### src/rtl/ad9226_packet_reader.sv
// ad9226_packet_reader
// Pops one packed word of SAMPLES ADC samples from the sample FIFO, prefixes a
// 16-bit sequence number and streams the packet as bytes over valid/ready.
// Byte order: seq high, seq low, then each sample zero-extended to 16 bits,
// high byte first, sample 0 (oldest) first.

module ad9226_packet_reader #(
  parameter int ADC_BITS = 12,
  parameter int SAMPLES  = 20
) (
  input  logic                         sys_clk,
  input  logic                         reset_n,
  input  logic                         fifo_empty,
  output logic                         fifo_read_enable,
  input  logic [ADC_BITS*SAMPLES-1:0]  fifo_data,
  output logic [7:0]                   tx_data,
  output logic                         tx_valid,
  input  logic                         tx_ready,
  output logic                         tx_first,
  output logic                         tx_last,
  output logic [15:0]                  seq_num
);

  localparam int PKT_BYTES = 2 + 2 * SAMPLES;
  localparam int IDX_W     = (PKT_BYTES > 2) ? $clog2(PKT_BYTES) : 1;
  localparam int WORD_W    = ADC_BITS * SAMPLES;

  localparam logic [IDX_W-1:0] IDX_ZERO = IDX_W'(0);
  localparam logic [IDX_W-1:0] IDX_ONE  = IDX_W'(1);
  localparam logic [IDX_W-1:0] IDX_LAST = IDX_W'(PKT_BYTES - 1);

  typedef enum logic [1:0] {
    ST_IDLE  = 2'd0,
    ST_FETCH = 2'd1,
    ST_SEND  = 2'd2
  } state_t;

  state_t              state_q, state_d;
  logic [IDX_W-1:0]    idx_q, idx_d;
  logic [15:0]         seq_q, seq_d;
  logic [WORD_W-1:0]   hold_q, hold_d;

  logic [15:0]         sample_s [SAMPLES];
  logic [7:0]          pkt_s    [PKT_BYTES];
  logic [7:0]          byte_s;
  logic                send_s;

  // State, byte index, sequence number and holding register flops.
  always_ff @(posedge sys_clk or negedge reset_n) begin
    if (!reset_n) begin
      state_q <= ST_IDLE;
      idx_q   <= IDX_ZERO;
      seq_q   <= 16'h0000;
      hold_q  <= '0;
    end else begin
      state_q <= state_d;
      idx_q   <= idx_d;
      seq_q   <= seq_d;
      hold_q  <= hold_d;
    end
  end

  // Next-state logic: pop in IDLE, capture in FETCH, walk the bytes in SEND.
  always_comb begin
    state_d          = state_q;
    idx_d            = idx_q;
    seq_d            = seq_q;
    hold_d           = hold_q;
    fifo_read_enable = 1'b0;
    case (state_q)
      ST_IDLE: begin
        if (!fifo_empty) begin
          fifo_read_enable = 1'b1;
          state_d          = ST_FETCH;
        end else begin
          state_d          = ST_IDLE;
        end
      end
      ST_FETCH: begin
        // Normal-mode FIFO: data is valid the cycle after the pop strobe.
        hold_d  = fifo_data;
        idx_d   = IDX_ZERO;
        state_d = ST_SEND;
      end
      ST_SEND: begin
        if (tx_ready) begin
          if (idx_q == IDX_LAST) begin
            seq_d   = seq_q + 16'd1;
            idx_d   = IDX_ZERO;
            state_d = ST_IDLE;
          end else begin
            idx_d   = idx_q + IDX_ONE;
          end
        end else begin
          idx_d = idx_q;
        end
      end
      default: begin
        state_d = ST_IDLE;
        idx_d   = IDX_ZERO;
      end
    endcase
  end

  // Unpack samples from the held word and zero-extend each to 16 bits.
  always_comb begin
    for (int k = 0; k < SAMPLES; k++) begin
      sample_s[k]               = 16'h0000;
      sample_s[k][ADC_BITS-1:0] = hold_q[ADC_BITS*k +: ADC_BITS];
    end
  end

  // Lay out the packet bytes in transmit order.
  always_comb begin
    pkt_s[0] = seq_q[15:8];
    pkt_s[1] = seq_q[7:0];
    for (int k = 0; k < SAMPLES; k++) begin
      pkt_s[2 + 2*k] = sample_s[k][15:8];
      pkt_s[3 + 2*k] = sample_s[k][7:0];
    end
  end

  // Select the byte addressed by the current index.
  always_comb begin
    byte_s = 8'h00;
    for (int b = 0; b < PKT_BYTES; b++) begin
      if (idx_q == IDX_W'(b)) begin
        byte_s = pkt_s[b];
      end else begin
        byte_s = byte_s;
      end
    end
  end

  // Output decode straight from the registered state; all zero outside SEND.
  always_comb begin
    send_s   = (state_q == ST_SEND);
    tx_valid = send_s;
    tx_data  = send_s ? byte_s : 8'h00;
    tx_first = send_s && (idx_q == IDX_ZERO);
    tx_last  = send_s && (idx_q == IDX_LAST);
    seq_num  = seq_q;
  end

endmodule

### config.mk
export PLATFORM = sky130hd
export DESIGN_NAME = ad9226_packet_reader
export DESIGN_NICKNAME = d
export VERILOG_FILES = /design/src/rtl/ad9226_packet_reader.sv
export SDC_FILE = /design/constraint.sdc
export NUM_CORES = 1
export LEC_CHECK = 0
export ABC_AREA = 1
export ABC_CLOCK_PERIOD_IN_PS = 3800
export CORE_MARGIN = 3
export CORE_UTILIZATION = 47
export CTS_CLUSTER_DIAMETER = 80
export DETAILED_ROUTE_END_ITERATION = 8
export PLACE_DENSITY = 0.78
export RECOVER_POWER = 25
export SETUP_SLACK_MARGIN = 0.02
export SLEW_MARGIN = 5
export SYNTH_ARGS = -nofsm -noshare
export SYNTH_HDL_FRONTEND = slang
export SYNTH_SLANG_ARGS = --single-unit
### constraint.sdc
create_clock -name sys_clk -period 3.8 [get_ports sys_clk]
set_clock_uncertainty 0.15 [all_clocks]
set_input_delay 0.57 -clock sys_clk [delete_from_list [all_inputs] [get_ports sys_clk]]
set_output_delay 0.57 -clock sys_clk [all_outputs]
set_load 0.1 [all_outputs]
Yosys cells after proc, flatten, opt, wreduce, memory -nomap -nowiden:

Cells that the tools add are included.

* bits in registers: 264
* output and inout port bits: 28
* bits of input ports: 244

* add/subtract/negate cells: 2
* eq/ne operators: 45
* reduce and logical (&&, ||, !) cells: 7
* bitwise operators: 1
* muxes and demuxes: 52

Operators with widths (number)
* 2-to-1 mux 8 bit: 43
* equality test 6 x 5 -> 1 bit (second input constant): 16
* equality test 6 bit (second input constant): 10
* equality test 6 x 4 -> 1 bit (second input constant): 8
* equality test 6 x 3 -> 1 bit (second input constant): 4
* adder 16 x 1 -> 16 bit (second input constant): 1
* equality test 6 x 2 -> 1 bit (second input constant): 2
* 2-to-1 mux 6 bit: 2
* case mux 6 bit (2 select lines): 1
* adder 6 x 1 -> 6 bit (second input constant): 1
* equality test 6 x 1 -> 1 bit (second input constant): 1
* zero test 6 bit: 1
* case mux 2 bit (3 select lines): 1
* 2-to-1 mux 2 bit: 2
* != test 2 x 1 -> 1 bit (second input constant): 2
* AND reduction 2 bit: 2
* 2-to-1 mux 1 bit: 3
* AND reduction 3 bit: 1
* equality test 2 x 1 -> 1 bit (second input constant): 1
* equality test 2 bit (second input constant): 1
* logical AND 1 bit: 2
* zero test 2 bit: 1
* inverter 1 bit: 1

Logic depth before layout (Yosys ltp):

* depth after elaboration: 44
* depth in mapped cells: 48
* gate-level depth less buffers: 48

Worst setup path after synthesis:

No wires, ideal clock.

* path kind: register -> output
* start: register state_q[0]
* end: output tx_first
* slack: -1.147 ns
* arrival time: 4.227 ns
* required time: 3.080 ns
* cell stages (with the launch flop): 4
* path buffers: 0
* cells stage by stage: dfrtp_1 nor2_1 inv_1 nor3_1

* cells in the longest elaborated chain, start to end: 2

Ends and longest elaborated chain
* start, declared: RTL line 38 `state_t state_q, state_d;`
* start signal, assigned: RTL line 56 `state_q <= state_d;`
* equality test 2 bit: RTL line 137 `send_s = (state_q == ST_SEND);`
* named net tx_valid: RTL line 17 `output logic tx_valid,`
* logical AND 1 bit: RTL line 140 `tx_first = send_s && (idx_q == IDX_ZERO);`
* end, declared: RTL line 19 `output logic tx_first,`

The timed path passes the listed nets, and every way through them passes these cells.

Final worst setup path:

* start: register idx_q[0]
* end: output tx_data[3]

* cells in the longest elaborated chain, start to end: 44

Ends and longest elaborated chain
* start, declared: RTL line 39 `logic [IDX_W-1:0] idx_q, idx_d;`
* start signal, assigned: RTL line 57 `idx_q <= idx_d;`
* zero test 6 bit: RTL line 127 `if (idx_q == IDX_W'(b)) begin`
* 2-to-1 mux 8 bit (41 in a row): RTL line 127
* 2-to-1 mux 8 bit (*): RTL line 127
* 2-to-1 mux 8 bit (*): RTL line 139 `tx_data = send_s ? byte_s : 8'h00;`
* end, declared: RTL line 16 `output logic [7:0] tx_data,`

Every way passes the cells marked *; elsewhere a longest branch is shown, timed or not.

==> out/results.txt <==
Register area share after synthesis: 50.8%
Largest stage delay, worst path: 0.43 ns
Hold Path Stages: 1
Worst Path Max Fanout: 5
Synth Warn #: 0
Final WS setup: -1.29 ns
Clk Latency, worst-skew pair: 0.54 ns
Min-delay src: state_q[1]$_DFFE_PN0P_
Full die area: 29700 µm²
Worst slew margin: -43.2%
Final Hold Viols: 0
CP endpoint kind: output pin
Pre-CTS WS: -0.984 ns
Design Area, Final: 18800 µm²
Total gr overflow: 0
H-tree levels: 1
Synth top area cells: dfrtp_1 51%, mux2_2 19%, nand2_1 10%, nor2_1 3.7%, a21oi_1 3.5%
Slew at the pin with the worst max-slew slack: 2.15 ns
WS Path Type: flip-flop to output pin
RR Startpoint: idx_q[2]$_DFFE_PN0P_
Most common cell on crit path: nand2_1
Worst reg2reg setup slack: 0.38 ns
DRC errors left: 0
Row count: 60
Post-Place Cell Area: 17200 µm²
Number of global-route vias before repair: 11493
P&R area growth vs syn: 44.3%
Number of buffer cells added on primary ports: 271
Final setup viols: 8
DP HPWL: 27.9 mm
Reg2Reg Depth: 17
Max frequency: 0.196 GHz
Pre-antenna DRT Iters: 5
Num CTS Buffers: 29
Hold Path End: state_q[0]$_DFFE_PN0P_
CTS max path bufs: 3
First-pass GRT wire length: 59.4 mm
Failing checks: max-capacitance violations, max-slew violations, negative setup slack
Register bit total from synthesis: 264
Starting Density: 48.0%
Maxcap violations: 1
Leakage: 8.62 nW
Number of diodes: 0
Die Height: 172 µm
Final WL: 38.9 mm
Total Routing Usage GR: 25.3%
Worst IR Drop VDD: 0.00144 V
Synth Cell Area: 13000 µm²
PwrDens: 668 nW/µm²
CTS Sinks: 264
I/O pin total: 272
Synth cell types: 34
Post-DRT Antenna Nets: 0
Placed cell count: 2088
Slowest CP cell: dfrtp_1
RR Endpoint: seq_num[14]$_DFFE_PN0P_
Die Width: 172 µm
Minimum clock period: 5.09 ns
RSZ-0062 raised after global routing: yes
Layout cell share with drive strength beyond 1: 30.4%
Post-synth top area share: 50.8%
Synthesized area per cell: 9.49 µm²
Fin cells: 2162
Initial DRC Count: 853
Vias: 11102
Cell taking the most area after synthesis: dfrtp_1
Initial antenna violation count: 1
Worst setup startpoint: idx_q[0]$_DFFE_PN0P_
CTS root buf: clkbuf_16
Tcrit/Tclk final: 134%
Largest net degree at the start of global routing: 86
Core Area: 27100 µm²
CTS tree: built
CTS clock-pin slew for the worst setup and hold paths: 0.06 ns
DR WL/cell: 18.0 µm
Detail-routed via count per cell: 5.14
Nets@finish: 2018
GP Congestion: 0.881
Fill cell count: 1979
TNS Setup: -10.04 ns
Status: finished with violations
Fin. max-slew vios: 86
Worst Path Arrival: 4.37 ns
Hold Crit Class: flip-flop to flip-flop
WP data required: 3.08 ns
Mapped Nets: 1620
Syn Inst Count: 1371
Startpoint types: flip-flop
[per-layer routing]
metal	routed length [µm]	part of all wire, %	GRT usage, %	up-vias
met3	2760	7.1	5.40	56
met4	795	2.0	6.14	2
met2	19000	49	42.2	362
met1	16400	42	34.0	5384
met5	12	0.031	0	-
li1	-	-	-	5298
[metrics by stage]
step                      hold slack, ns  util [%]  total power [mW]
after floorplan                    0.124         -              7.10
after global placement             0.296      63.6              9.08
after detailed placement           0.302      63.6              9.18
after CTS                          0.312      68.6              12.4
after global routing               0.358      69.3              13.2
final                              0.309      69.3              12.5
[cells in the mapped netlist]
library cell,instances
nand2_1,346
dfrtp_1,264
mux2_2,218
nor2_1,128
inv_1,116
a21oi_1,90
clkbuf_1,38
nand3_1,34
a22oi_1,32
o21ai_0,17
o21a_1,14
nor3_1,13
xor2_1,10
nor2_2,8
a31oi_1,5
ha_1,5
nor2_4,5
xnor2_1,4
inv_2,3
buf_1,2
buf_2,2
buf_4,2
nand4_1,2
o31ai_1,2
or2_2,2
a211oi_1,1
a21boi_0,1
a311oi_1,1
and3_1,1
nand2_2,1
nand2_4,1
nand3_2,1
nor3b_1,1
o211ai_1,1
[kinds of logic (layout without fill, tap and decap cells)]
family                   after synthesis  count (layout)  share of synthesized area [%]
AND/OR/NAND/NOR                      543             543                           16.8
adder cells (fa/ha/maj)                5               5                          0.481
buffers and inverters                163             582                           4.78
multiplexers                         218             218                           18.9
AO/OA/AOI/OAI                        164             164                           7.36
XOR/XNOR                              14              14                          0.942
flip-flops                           264             264                           50.8
[placed cells by master, fill, tap and decap left out, types with 29 or more instances in the layout]
master           netlist  final
clkdlybuf4s50_1        0    258
dfrtp_1              264    254
buf_4                  2    132
nor2_1               128    125
mux2_2               218    218
clkbuf_16              0     29
nand2_1              346    310
a22oi_2                0     29
a21oi_1               90     88
inv_1                116    113
[worst max path at each step]
| stage | to | slack [ns] | cells past startpoint |
|---|---|---|---|
| finish | tx_data[3] | -1.29 | 48 |
| floorplan | tx_data[3] | 0.01 | 46 |
| CTS | tx_data[2] | -1.21 | 49 |
| detailed placement | tx_data[5] | -0.98 | 27 |
| global route | tx_data[2] | -1.75 | 48 |
| global placement | tx_data[5] | -0.88 | 26 |
[report_power, final]
group | switching (mW) | internal, mW | total [mW]
Sequential | 0.323 | 3.33 | 3.65
Clock | 1.17 | 1.78 | 2.96
Combinational | 3.49 | 2.45 | 5.93
[state kept, by name (all words and copies together) (netlist names)]
| signal | count |
|---|---|
| hold_q | 240 |
| state_q | 2 |
| idx_q | 6 |
| seq_num | 16 |
[final cells by class]
class                           instances  area [µm²]  area share, %
Sequential cell                       264        6620           35.2
Multi-Input combinational cell        944        6330           33.7
Timing Repair Buffer                  411        3910           20.8
Clock buffer                           37         816           4.34
Tap cell                              372         465           2.48
Inverter                              119         454           2.42
Clock inverter                         15         189           1.01
[worst max-delay path, delay by kind of cell, from the launching register on]
kind / cells / cell delay (ns)
adder cells (fa/ha/maj): 1 / 0.19
buffers and inverters: 3 / 0.44
flip-flops: 1 / 0.43
AND/OR/NAND/NOR: 44 / 2.79
[timing repair]
item / 4_1_cts / 5_1_grt
pin swaps: 29 / 58
resized for setup: 49 / 46
setup buffers: 15 / 8
endpoints found under the hold margin: 80 / 0
hold buffers: 1 / 0
endpoints found under the setup margin: 8 / 9
Power figures use the tool's default switching activity.
